[src/rtl/ride_dispatcher.sv]
// ride_dispatcher: issues the hold-then-release drive command when a full
// ride load is waiting, times the ride, and shows the dispatch count.
module ride_dispatcher #(
   parameter int unsigned HOLD_CYCLES   = 1024,
   parameter int unsigned SETTLE_CYCLES = 4,
   parameter int unsigned RIDE_CYCLES   = 50_000_000,
   parameter int unsigned RIDE_SIZE     = 8
) (
   input  logic       CLOCK_50,
   input  logic       rst,
   input  logic       enable,
   input  logic [4:0] wait_cnt,
   output logic       drive_out,
   output logic       busy,
   output logic [3:0] ride_digit,
   output logic [0:6] HEX2
);

   typedef enum logic [1:0] {
      IDLE,
      ASSERT,
      RELEASE,
      RIDE
   } state_t;

   localparam logic [31:0] HOLD_TC   = 32'(HOLD_CYCLES - 1);
   localparam logic [31:0] SETTLE_TC = 32'(SETTLE_CYCLES - 1);
   localparam logic [31:0] RIDE_TC   = 32'(RIDE_CYCLES - 1);
   localparam logic [31:0] SIZE_W    = 32'(RIDE_SIZE);

   state_t      state_q, state_d;
   logic [31:0] timer_q, timer_d;
   logic [3:0]  digit_q, digit_d;
   logic        drive_q;
   logic        busy_q;
   logic [0:6]  hex_q;
   logic        go;

   // Active-low a..g pattern for one BCD digit; non-BCD blanks the display.
   function automatic logic [6:0] seg7(input logic [3:0] d);
      logic [6:0] s;
      case (d)
         4'd0:    s = 7'b000_0001;
         4'd1:    s = 7'b100_1111;
         4'd2:    s = 7'b001_0010;
         4'd3:    s = 7'b000_0110;
         4'd4:    s = 7'b100_1100;
         4'd5:    s = 7'b010_0100;
         4'd6:    s = 7'b010_0000;
         4'd7:    s = 7'b000_1111;
         4'd8:    s = 7'b000_0000;
         4'd9:    s = 7'b000_1100;
         default: s = 7'b111_1111;
      endcase
      return s;
   endfunction

   assign go = enable && ({27'd0, wait_cnt} >= SIZE_W);

   // Next state, shared timer and dispatch counter.
   always_comb begin
      state_d = state_q;
      timer_d = timer_q + 32'd1;
      digit_d = digit_q;
      unique case (state_q)
         IDLE: begin
            timer_d = '0;
            if (go) state_d = ASSERT;
         end
         ASSERT: begin
            if (timer_q == HOLD_TC) begin
               state_d = RELEASE;
               timer_d = '0;
            end
         end
         RELEASE: begin
            if (timer_q == SETTLE_TC) begin
               state_d = RIDE;
               timer_d = '0;
               digit_d = (digit_q == 4'd9) ? 4'd0
                                           : digit_q + 4'd1;
            end
         end
         RIDE: begin
            if (timer_q == RIDE_TC) begin
               state_d = IDLE;
               timer_d = '0;
            end
         end
         default: begin
            state_d = IDLE;
            timer_d = '0;
         end
      endcase
   end

   // State, timer and registered outputs derived from the next state.
   always_ff @(posedge CLOCK_50) begin
      if (rst) begin
         state_q <= IDLE;
         timer_q <= '0;
         digit_q <= '0;
         drive_q <= 1'b0;
         busy_q  <= 1'b0;
         hex_q   <= 7'b000_0001;
      end else begin
         state_q <= state_d;
         timer_q <= timer_d;
         digit_q <= digit_d;
         drive_q <= (state_d == ASSERT);
         busy_q  <= (state_d != IDLE);
         hex_q   <= seg7(digit_d);
      end
   end

   assign drive_out  = drive_q;
   assign busy       = busy_q;
   assign ride_digit = digit_q;
   assign HEX2       = hex_q;

endmodule

[config.mk]
export PLATFORM = sky130hd
export DESIGN_NAME = ride_dispatcher
export DESIGN_NICKNAME = d
export VERILOG_FILES = /design/src/rtl/ride_dispatcher.sv
export SDC_FILE = /design/constraint.sdc
export NUM_CORES = 1
export LEC_CHECK = 0
export ABC_CLOCK_PERIOD_IN_PS = 7100
export CORE_MARGIN = 2
export CORE_UTILIZATION = 30
export DETAILED_ROUTE_END_ITERATION = 10
export GPL_TIMING_DRIVEN = 0
export PLACE_DENSITY = 0.57
export SYNTH_ARGS = -nofsm -noshare
export SYNTH_HDL_FRONTEND = slang
export SYNTH_SLANG_ARGS = --single-unit
export TNS_END_PERCENT = 30
[constraint.sdc]
create_clock -name CLOCK_50 -period 7.1 [get_ports CLOCK_50]
set_input_delay 1.42 -clock CLOCK_50 [delete_from_list [all_inputs] [get_ports CLOCK_50]]
set_output_delay 1.42 -clock CLOCK_50 [all_outputs]
set_load 0.05 [all_outputs]
=== Yosys cells after proc, flatten, opt, wreduce, memory -nomap -nowiden ===
Memories as Yosys holds them, arrays and structs flattened. A register that Yosys moved wholly into a read port is not among the register bits.
Index checks and enable logic that the tools add are counted.
W data, S select, Z words.

* Input bits: 8
* Logic and storage cells: 32
* Memories: 1
* Output and inout bits: 13
* Register bits: 40
* ROM bits: 112

* Equality and inequality tests: 8
* Muxes and demuxes: 12
* Add/subtract/negate cells: 2
* Magnitude comparators: 1
* Reductions and logical operators: 3

{| class="wikitable"
|+ Memory list
! name !! words !! bits a word !! read ports !! clocked after Yosys merged registers in !! wr ports !! RTL line !! source
|-
| (name not given) || 16 || 7 || 1 || 1 || 0 || 42 || <nowiki>case (d)</nowiki>
|}

{| class="wikitable"
|+ Operator list
! operator !! count
|-
| $pmux W32 S4 || 1
|-
| $mux W32 || 3
|-
| $add A32 B1 Y32 const B || 1
|-
| $eq A32 B10 Y1 const B || 1
|-
| $eq A32 B2 Y1 const B || 1
|-
| $eq A32 B26 Y1 const B || 1
|-
| $mux W4 || 3
|-
| $mux W2 || 4
|-
| $pmux W2 S4 || 1
|-
| $ge A5 B4 Y1 const B || 1
|-
| $add A4 B1 Y4 const B || 1
|-
| $eq A2 B1 Y1 const B || 2
|-
| $eq A2 B2 Y1 const B || 2
|-
| $eq A4 B4 Y1 const B || 1
|-
| $logic_not A2 Y1 || 1
|-
| $reduce_bool A2 Y1 || 1
|-
| $logic_and A1 B1 Y1 || 1
|}

=== Logic depth before layout (Yosys ltp) ===
Gate-level depths: netlist of the first run.

* Word-level depth: 5
* Depth in mapped cells: 11
* Mapped depth without buffers: 10

=== Worst setup path before layout of the first run ===
Ideal clock, no wire load.

* Kind: reg-to-reg
* Start point: register timer_q[10]
* End point: register hex_q (netlist bit HEX2[6])
* Period minus slack after synthesis: 3.227 ns
* Arrival time: 3.108 ns
* Library setup time: 0.120 ns
* Stages on the path, launching flop included: 10
* Setup slack: 3.873 ns
* Data required time: 6.980 ns
* Path buffers: 0
* Cells stage by stage: dfxtp_1 -> or4_4 -> or4_4 -> or4b_1 -> xor2_1 -> inv_1 -> ha_1 -> o21bai_1 -> a211o_1 -> o31a_1

* Word-level cells in the longest chain between the ends: 3

{| class="wikitable"
|+ RTL lines
! what !! RTL line !! source
|-
| from (decl) || 32 || <nowiki>logic [31:0] timer_q, timer_d;</nowiki>
|-
| from (signal assigned) || 108 || <nowiki>timer_q <= timer_d;</nowiki>
|-
| $eq A32 B2 Y1 || 77 || <nowiki>if (timer_q == SETTLE_TC) begin</nowiki>
|-
| $mux W4 || 77 ||
|-
| $mux W4 || 65 || <nowiki>unique case (state_q)</nowiki>
|-
| named net digit_d[0] || 33 || <nowiki>logic [3:0] digit_q, digit_d;</nowiki>
|-
| to (decl) || 36 || <nowiki>logic [0:6] hex_q;</nowiki>
|}

The timed path passes the listed nets, and every way through them passes these cells.
A chain may end at the register's enable or synchronous reset.

=== Worst setup path in the final report of the first run ===
Same ends and word-level chain as after synthesis.

==> results.sh, run 1 <==
export IMPL_p_per_area_nw_per_um2=167
export IMPL_wl_per_cell_um=11.4
export IMPL_grt_pass1_vias=1745
export IMPL_root_buffer="clkbuf_8"
export IMPL_floorplan_initialDensity=0.312
export IMPL_outcome="finished, final reports clean"
export IMPL_combPwrFrac=0.043
export IMPL_relSlewSlack=0.494
export IMPL_track_usage=0.115
export IMPL_core_region_area_um2=7330
export IMPL_crit_arrival_ps=3660
export IMPL_final_nets=308
export IMPL_drive_gt1_frac=0.0576
export IMPL_first_pass_iters=4
export IMPL_switching_share=0.234
export IMPL_cp_start_kind="flip-flop"
export IMPL_port_buffers=16
export IMPL_diodes=0
export IMPL_skew_ps=7.33
export IMPL_syn_area_um2=2290
export IMPL_layout_min_cycle_time_ps=3460
export IMPL_synth_edf_count=0
export IMPL_hold_ws_ps=498
export IMPL_setup_viol=0
export IMPL_ys_ff_latch=47
export IMPL_die_w_um=91.3
export IMPL_synth_top_area_cell="dfxtp_1"
export IMPL_antenna_found_initial=0
export IMPL_dpl_hpwl_um=3320
export IMPL_synth_ff_type="dfxtp_1"
export IMPL_synth_most_common_cell="nor2_1"
export IMPL_crit_fanout=5
export IMPL_clkTransAtPathRegs_ps=90
export IMPL_cts_tree="done"
export IMPL_grt_max_degree=15
export IMPL_h_tree_depth=2
export IMPL_hold_class="reg2reg"
export IMPL_clk_path_buf_depth=2
export IMPL_finalHoldViolations=0
export IMPL_yosysWarnings=0
export IMPL_cts_hold_buffers=0
export IMPL_cts_inserted_buffers=5
export IMPL_synth_top_cells_by_area="dfxtp_1 (41%), nor2_1 (9.0%), xor2_1 (6.9%), xnor2_1 (5.0%), nand3_1 (3.9%)"
export IMPL_endpoint_kind="flip-flop"
export IMPL_power_frac_seq=0.598
export IMPL_syn_avg_cell_area_um2=8.44
export IMPL_rows=31
export IMPL_cts_sinks=47
export IMPL_maxCapViolCount=0
export IMPL_clkPwrFrac=0.359
export IMPL_p_total_w=0.000445
export IMPL_synthCells=271
export IMPL_tns_ps=0
export IMPL_wl_um=4490
export IMPL_yosys_top_cells_count="nor2_1 (55), dfxtp_1 (47), nand3_1 (18), xor2_1 (18), nand2_1 (16)"
export IMPL_boundaryPins=21
export IMPL_die_area_um2=8340
export IMPL_post_cts_setup_buffers=0
export IMPL_async_reset_ff_frac=0
export IMPL_gp_congestion=0.756
export IMPL_fmax_ghz=0.289
export IMPL_internal_power_w=0.000341
export IMPL_remaining_drc_errors=0
export IMPL_synth_top_area_share=0.411
export IMPL_grt_pass1_wl_um=7960
export IMPL_peakVddDrop_mv=0.0615
export IMPL_syn_nets=285
export IMPL_tightest_slew_ps=754
export IMPL_crit_type="reg2reg"
export IMPL_worst_slack_ps=3640
export IMPL_yosysSeqAreaShare=0.411
export IMPL_cp_required_ps=7290
export IMPL_gr_total_overflow=0
export IMPL_synthDistinctLibCells=43
export IMPL_areaGrowthSynthToFinish_pct=16.1
export IMPL_rsz0062_at_grt="false"
export IMPL_fin_crit_sh=0.488
export IMPL_drtIter0Drc=110
export IMPL_die_h_um=91.3
export IMPL_ant_nets=0
export IMPL_viasPerCell=4.76
export IMPL_total_leakage_power_nw=0.918
export IMPL_clkLatencyLatePin_ps=290
export IMPL_netSwitchingPower_w=0.000104
export IMPL_pre_cts_ws_ps=3640
export IMPL_ctsResizeCount=0
export IMPL_drv_slew=0
export IMPL_vias=1874
## registers in the layout, summed over array words and instances, names as in the netlist
signal / cells
timer_q: 32
HEX2: 7
ride_digit: 4
state_q: 2
busy: 1
drive_out: 1
## placed cells by master (no fill, tap or decap), types with 3 or more instances in the layout
cell	count
inv_1	9
nand2_1	16
xor2_1	18
buf_2	4
and3_1	9
o21ai_0	6
nor4_1	7
dfxtp_1	47
ha_1	6
clkdlybuf4s50_1	16
clkbuf_1	5
nand3_1	18
a21oi_1	5
nor2_1	55
mux2i_1	6
clkbuf_8	5
nor3_1	6
xnor2_1	13
nand4_1	5
nand2b_1	3
## critical path, cell delays in order, from the launching register on
cell and delay, ps:
dfxtp_1 350, or4_4 540, or4_4 570, or4b_1 590, xor2_1 380, inv_1 130
ha_1 260, o21bai_1 160, a211o_1 300, o31a_1 90
## through the flow
step / instance area, um^2 / instances / util
2_1_floorplan: 2290 / 271 / -
3_3_place_gp: 2570 / 386 / 0.351
3_5_place_dp: 2570 / 386 / 0.351
4_1_cts: 2660 / 394 / 0.363
5_1_grt: 2660 / 394 / 0.363
6_report: 2660 / 394 / 0.363
## kinds of logic after synthesis
kind of cell	count (synthesis)	share of synthesized area
AOI/OAI and AO/OA	25	0.0733
xor gates and xnor gates	31	0.119
adders and majority gates	6	0.0328
buffers and inverters	18	0.0317
DFF	47	0.411
muxes	6	0.0262
and+or+nand+nor	138	0.306
## layer usage
layer | wire length (um) | share of wire | up-vias | track usage
met4 | 39 | 0.0087 | 0 | 0.0303
met1 | 2310 | 0.51 | 859 | 0.161
met2 | 1970 | 0.44 | 36 | 0.181
li1 | - | - | 975 | -
met3 | 179 | 0.040 | 4 | 0.0207
met5 | 0 | 0 | - | 0
## worst paths after layout
check                                             end  slack, ps  cells past startpoint                    from
worst max-delay path               HEX2[6]$_SDFF_PP1_       3640                      9  timer_q[10]$_SDFF_PP0_
worst min-delay path            timer_q[0]$_SDFF_PP0_        500                      1   timer_q[0]$_SDFF_PP0_
worst max register to register     HEX2[6]$_SDFF_PP1_       3640                      9  timer_q[10]$_SDFF_PP0_
worst min register to register  timer_q[0]$_SDFF_PP0_        500                      1   timer_q[0]$_SDFF_PP0_
## power groups by stage
| stage | clock, W | combinational (W) | sequential (W) |
|---|---|---|---|
| finish | 0.000160 | 0.0000190 | 0.000266 |
| global route | 0.000176 | 0.0000210 | 0.000266 |
| CTS | 0.000168 | 0.0000193 | 0.000266 |
| detailed placement | 0 | 0.0000193 | 0.000272 |
| global placement | 0 | 0.0000189 | 0.000272 |
| floorplan | 0 | 0.00000907 | 0.000276 |
## final cells by class
| type | instances | area (um^2) |
|---|---|---|
| sequential | 47 | 941 |
| fill | 758 | 4670 |
| clock buffer | 6 | 72.6 |
| tap | 99 | 124 |
| multi-input combinational | 206 | 1270 |
| clock inverter | 2 | 12.5 |
| inverter | 9 | 33.8 |
| buffer | 9 | 38.8 |
| timing repair buffer | 16 | 160 |
Note: power is estimated with default switching activity, not from simulation.
==> run 2: changes to the inputs <==
- ABC_CLOCK_PERIOD_IN_PS: 7100 -> 3540
- clock period: 7.1 -> 3.54 ns (I/O delays scaled with it)
==> results.sh, run 2 (synthesis results as in run 1) <==
export IMPL_fmax_ghz=0.296
export IMPL_rows=31
export IMPL_largest_register_ffs=32
export IMPL_endpoint_kind="flip-flop"
export IMPL_min_to="timer_q[0]$_SDFF_PP0_"
export IMPL_min_path_cells=1
export IMPL_remaining_drc_errors=0
export IMPL_ant_nets=0
export IMPL_drive_gt1_frac=0.0644
export IMPL_drtIter0Drc=108
export IMPL_port_buffers=16
export IMPL_tightest_slew_ps=747
export IMPL_layout_min_cycle_time_ps=3380
export IMPL_h_tree_depth=2
export IMPL_crit_type="reg2reg"
export IMPL_fin_cells=394
export IMPL_root_buffer="clkbuf_8"
export IMPL_boundaryPins=21
export IMPL_wl_per_cell_um=11.5
export IMPL_tns_ps=0
export IMPL_pre_cts_ws_ps=77.8
export IMPL_r2r_end="HEX2[6]$_SDFF_PP1_"
export IMPL_die_area_um2=8340
export IMPL_cp_required_ps=3730
export IMPL_r2r_start="timer_q[10]$_SDFF_PP0_"
export IMPL_first_pass_iters=4
export IMPL_relSlewSlack=0.499
export IMPL_antenna_found_initial=0
export IMPL_cts_hold_buffers=0
export IMPL_clk_path_buf_depth=2
export IMPL_final_cell_mix="nor2_1 (55), dfxtp_1 (47), nand3_1 (18), xor2_1 (17)"
export IMPL_peakVddDrop_mv=0.123
export IMPL_drv_slew=0
export IMPL_regToRegSetupSlack_ps=160
export IMPL_grt_pass1_vias=1745
export IMPL_worst_slack_ps=165
export IMPL_gr_total_overflow=0
export IMPL_clkLatencyLatePin_ps=290
export IMPL_finalHoldViolations=0
export IMPL_setup_viol=0
export IMPL_top_register="timer_q"
export IMPL_gp_congestion=0.756
export IMPL_fin_crit_sh=0.954
export IMPL_track_usage=0.115
export IMPL_skew_ps=7.66
export IMPL_dp_cells=386
export IMPL_diodes=0
export IMPL_maxCapViolCount=0
export IMPL_cts_sinks=47
export IMPL_areaGrowthSynthToFinish_pct=16.6
export IMPL_outcome="finished, final reports clean"
export IMPL_clkTransAtPathRegs_ps=90
export IMPL_vias=1881
export IMPL_cts_inserted_buffers=5
export IMPL_min_from="timer_q[0]$_SDFF_PP0_"
export IMPL_grt_max_degree=15
export IMPL_rsz0062_at_grt="false"
export IMPL_cp_start_kind="flip-flop"
export IMPL_wl_um=4520
export IMPL_core_region_area_um2=7330
export IMPL_grt_pass1_wl_um=7960
export IMPL_hold_ws_ps=498
export IMPL_dpl_hpwl_um=3320
export IMPL_crit_fanout=5
export IMPL_total_leakage_power_nw=0.920
export IMPL_fillCellCount=758
export IMPL_hold_class="reg2reg"
export IMPL_floorplan_initialDensity=0.312
export IMPL_die_h_um=91.3
export IMPL_die_w_um=91.3
export IMPL_reg2regPathDepth=9
export IMPL_viasPerCell=4.77
export IMPL_cts_tree="done"
export IMPL_final_common_cell="nor2_1"
export IMPL_final_nets=308
export IMPL_p_per_area_nw_per_um2=334
export IMPL_crit_arrival_ps=3570
run 2: final cells by class:
class	instances	area, um^2	share of cell area
well taps	99	124	0.0464
repair buffers	16	160	0.0600
flip-flops and latches	47	941	0.353
inverters	9	33.8	0.0127
multi-input cells	206	1290	0.482
clock buffers	6	72.6	0.0272
clock inverters	2	12.5	0.00469
plain buffers	9	38.8	0.0145
run 2: power breakdown:
group / total (W) / internal (W) / switching, W
sequential: 0.000534 / 0.000532 / 0.00000166
clock: 0.000321 / 0.000138 / 0.000182
combinational: 0.0000383 / 0.0000129 / 0.0000254
total: 0.000893 / 0.000683 / 0.000209
run 2: what timing repair did:
action / 4_1_cts / 5_1_grt
setup buffers: 0 / 0
setup endpoints to repair: 0 / 1
resized for setup: 0 / 2
run 2: stage by stage:
stage	utilization	instance area (um^2)	total power (W)
after global placement	0.351	2570	0.000584
after detailed placement	0.351	2570	0.000585
after CTS	0.363	2660	0.000910
final	0.364	2670	0.000893
after floorplan	-	2290	0.000571
after global routing	0.364	2670	0.000930
run 2: worst max-delay path: stages, from the launching register on:
cell and delay (ps):
dfxtp_1 350, or4_4 540, or4_4 570, or4b_1 620
xor2_2 280, inv_1 110, ha_1 250, o21bai_1 160
a211o_1 300, o31a_1 90
run 2: worst max path at each step:
stage                           startpoint                  to  slack [ps]  depth (start not counted)
floorplan           timer_q[10]$_SDFF_PP0_  HEX2[6]$_SDFF_PP1_         310                          9
global placement    timer_q[10]$_SDFF_PP0_  HEX2[6]$_SDFF_PP1_         100                          9
detailed placement  timer_q[10]$_SDFF_PP0_  HEX2[6]$_SDFF_PP1_          80                          9
CTS                 timer_q[10]$_SDFF_PP0_  HEX2[6]$_SDFF_PP1_          50                          9
global route        timer_q[10]$_SDFF_PP0_  HEX2[6]$_SDFF_PP1_          20                          9
finish              timer_q[10]$_SDFF_PP0_  HEX2[6]$_SDFF_PP1_         160                          9
run 2: layer usage:
layer,vias to the layer above,global-route usage,part of all wire
met3,4,0.0207,0.034
met1,869,0.161,0.52
met4,0,0.0303,0.0086
met5,-,0,0
met2,34,0.181,0.44
li1,974,-,-
==> run 3: changes to the inputs <==
- PLACE_DENSITY: 0.57 -> 0.58
==> results.sh, run 3 (synthesis results as in run 1) <==
export IMPL_clk_path_buf_depth=2
export IMPL_grt_pass1_vias=1675
export IMPL_r2r_end="HEX2[6]$_SDFF_PP1_"
export IMPL_rows=31
export IMPL_dp_cells=386
export IMPL_cts_tree="done"
export IMPL_boundaryPins=21
export IMPL_path_cells="or4_4, or4_4, or4b_1, xor2_2, inv_1, ha_1, o21bai_1, a211o_1, o31a_1"
export IMPL_grt_max_degree=13
export IMPL_first_pass_iters=4
export IMPL_r2r_start="timer_q[10]$_SDFF_PP0_"
export IMPL_utilization=0.362
export IMPL_tightest_slew_ps=747
export IMPL_top_register="timer_q"
export IMPL_dpl_hpwl_um=3210
export IMPL_fmax_ghz=0.298
export IMPL_critPathLaunch="timer_q[10]$_SDFF_PP0_"
export IMPL_stdcell_area_um2=2660
export IMPL_h_tree_depth=2
export IMPL_cp_start_kind="flip-flop"
export IMPL_cts_inserted_buffers=5
export IMPL_wl_per_cell_um=11.0
export IMPL_cp_endpoint="HEX2[6]$_SDFF_PP1_"
export IMPL_fillCellCount=752
export IMPL_fin_crit_sh=0.947
export IMPL_viasPerCell=4.68
export IMPL_floorplan_initialDensity=0.312
export IMPL_netSwitchingPower_w=0.000191
export IMPL_die_w_um=91.3
export IMPL_gr_total_overflow=0
export IMPL_remaining_drc_errors=0
export IMPL_crit_fanout=5
export IMPL_switching_share=0.220
export IMPL_combPwrFrac=0.044
export IMPL_vias=1835
export IMPL_grt_pass1_wl_um=7770
export IMPL_wl_um=4310
export IMPL_final_common_cell="nor2_1"
export IMPL_placed_area_um2=2570
export IMPL_regToRegSetupSlack_ps=190
export IMPL_clkPwrFrac=0.341
export IMPL_post_cts_setup_buffers=0
export IMPL_multi_input_area_um2=1290
export IMPL_largest_register_ffs=32
export IMPL_port_buffers=16
export IMPL_areaGrowthSynthToFinish_pct=16.1
export IMPL_drtIter0Drc=101
export IMPL_crit_type="reg2reg"
export IMPL_cpMostUsedCell="or4_4"
export IMPL_layout_min_cycle_time_ps=3350
export IMPL_seq_area_um2=941
export IMPL_cp_num_buf_inv=1
export IMPL_gp_congestion=0.788
export IMPL_antenna_found_initial=0
export IMPL_root_buffer="clkbuf_8"
export IMPL_maxCapViolCount=0
export IMPL_cp_slowest_cell="or4b_1"
export IMPL_clkTransAtPathRegs_ps=80
export IMPL_finalHoldViolations=0
export IMPL_die_area_um2=8340
export IMPL_setup_viol=0
export IMPL_final_nets=308
export IMPL_drive_gt1_frac=0.0580
export IMPL_tns_ps=0
export IMPL_p_per_area_nw_per_um2=327
export IMPL_skew_ps=4.73
export IMPL_track_usage=0.113
export IMPL_cts_sinks=47
export IMPL_reg2regPathDepth=9
export IMPL_internal_power_w=0.000677
export IMPL_ant_nets=0
export IMPL_hold_ws_ps=490
export IMPL_die_h_um=91.3
export IMPL_diodes=0
export IMPL_outcome="finished, final reports clean"
export IMPL_final_cell_mix="nor2_1 (55), dfxtp_1 (47), nand3_1 (18), xor2_1 (17)"
export IMPL_endpoint_kind="flip-flop"
export IMPL_cp_top_family="simple AND/OR/NAND/NOR gates"
export IMPL_cp_depth=9
export IMPL_total_leakage_power_nw=0.916
export IMPL_peakVddDrop_mv=0.175
export IMPL_fin_cells=392
export IMPL_hold_class="reg2reg"
export IMPL_drv_slew=0
export IMPL_crit_arrival_ps=3540
export IMPL_rsz0062_at_grt="false"
export IMPL_relSlewSlack=0.498
export IMPL_cp_required_ps=3730
export IMPL_power_frac_seq=0.615
export IMPL_core_region_area_um2=7330
export IMPL_clkLatencyLatePin_ps=290
export IMPL_max_stage_delay_ps=630
## run 3: changes by cell type in the layout (fill, tap and decap cells not counted)
cell	change
clkinv_2	-1
clkinvlp_4	-1
## run 3: stage by stage
stage	setup WS (ps)	total power, W
4_1_cts	77.5	0.000881
3_3_place_gp	96.4	0.000584
6_report	187	0.000868
5_1_grt	34.5	0.000908
3_5_place_dp	103	0.000584
2_1_floorplan	313	0.000571
## run 3: worst min-delay path by stage
stage	start	to	slack (ps)	cells past startpoint
6_report	timer_q[0]$_SDFF_PP0_	timer_q[0]$_SDFF_PP0_	490	1
3_3_place_gp	timer_q[0]$_SDFF_PP0_	timer_q[0]$_SDFF_PP0_	460	1
2_1_floorplan	timer_q[0]$_SDFF_PP0_	timer_q[0]$_SDFF_PP0_	440	1
5_1_grt	timer_q[0]$_SDFF_PP0_	timer_q[0]$_SDFF_PP0_	550	1
4_1_cts	timer_q[0]$_SDFF_PP0_	timer_q[0]$_SDFF_PP0_	500	1
3_5_place_dp	timer_q[0]$_SDFF_PP0_	timer_q[0]$_SDFF_PP0_	480	1
## run 3: worst reg2reg max path: stages, from the launching register on
cell,delay (ps)
dfxtp_1,350
or4_4,540
or4_4,570
or4b_1,630
xor2_2,280
inv_1,100
ha_1,240
o21bai_1,160
a211o_1,300
o31a_1,100
## run 3: power by group through the flow
stage	clock network, W	logic [W]	registers [W]
6_report	0.000296	0.0000380	0.000534
5_1_grt	0.000332	0.0000419	0.000534
4_1_cts	0.000309	0.0000382	0.000534
3_5_place_dp	0	0.0000382	0.000546
3_3_place_gp	0	0.0000379	0.000546
2_1_floorplan	0	0.0000182	0.000553
## run 3: area by class of cell
class / count / area share
Timing Repair Buffer: 16 / 0.0603
Buffer: 9 / 0.0146
Inverter: 9 / 0.0127
Clock buffer: 6 / 0.0273
Sequential cell: 47 / 0.354
Tap cell: 99 / 0.0466
Multi-Input combinational cell: 206 / 0.484
## run 3: per-layer routing
layer  GRT usage  wire length [um]  up-vias
met3      0.0266               242        7
met4      0.0417                65        0
met1       0.159              2230      820
li1            -                 -      970
met2       0.167              1780       38
met5           0                 0        -
## run 3: timing repair
item,CTS,global route
endpoints found under the setup margin,0,1
hold endpoints to repair,0,0
gates resized for setup,0,2
hold buffers,0,0
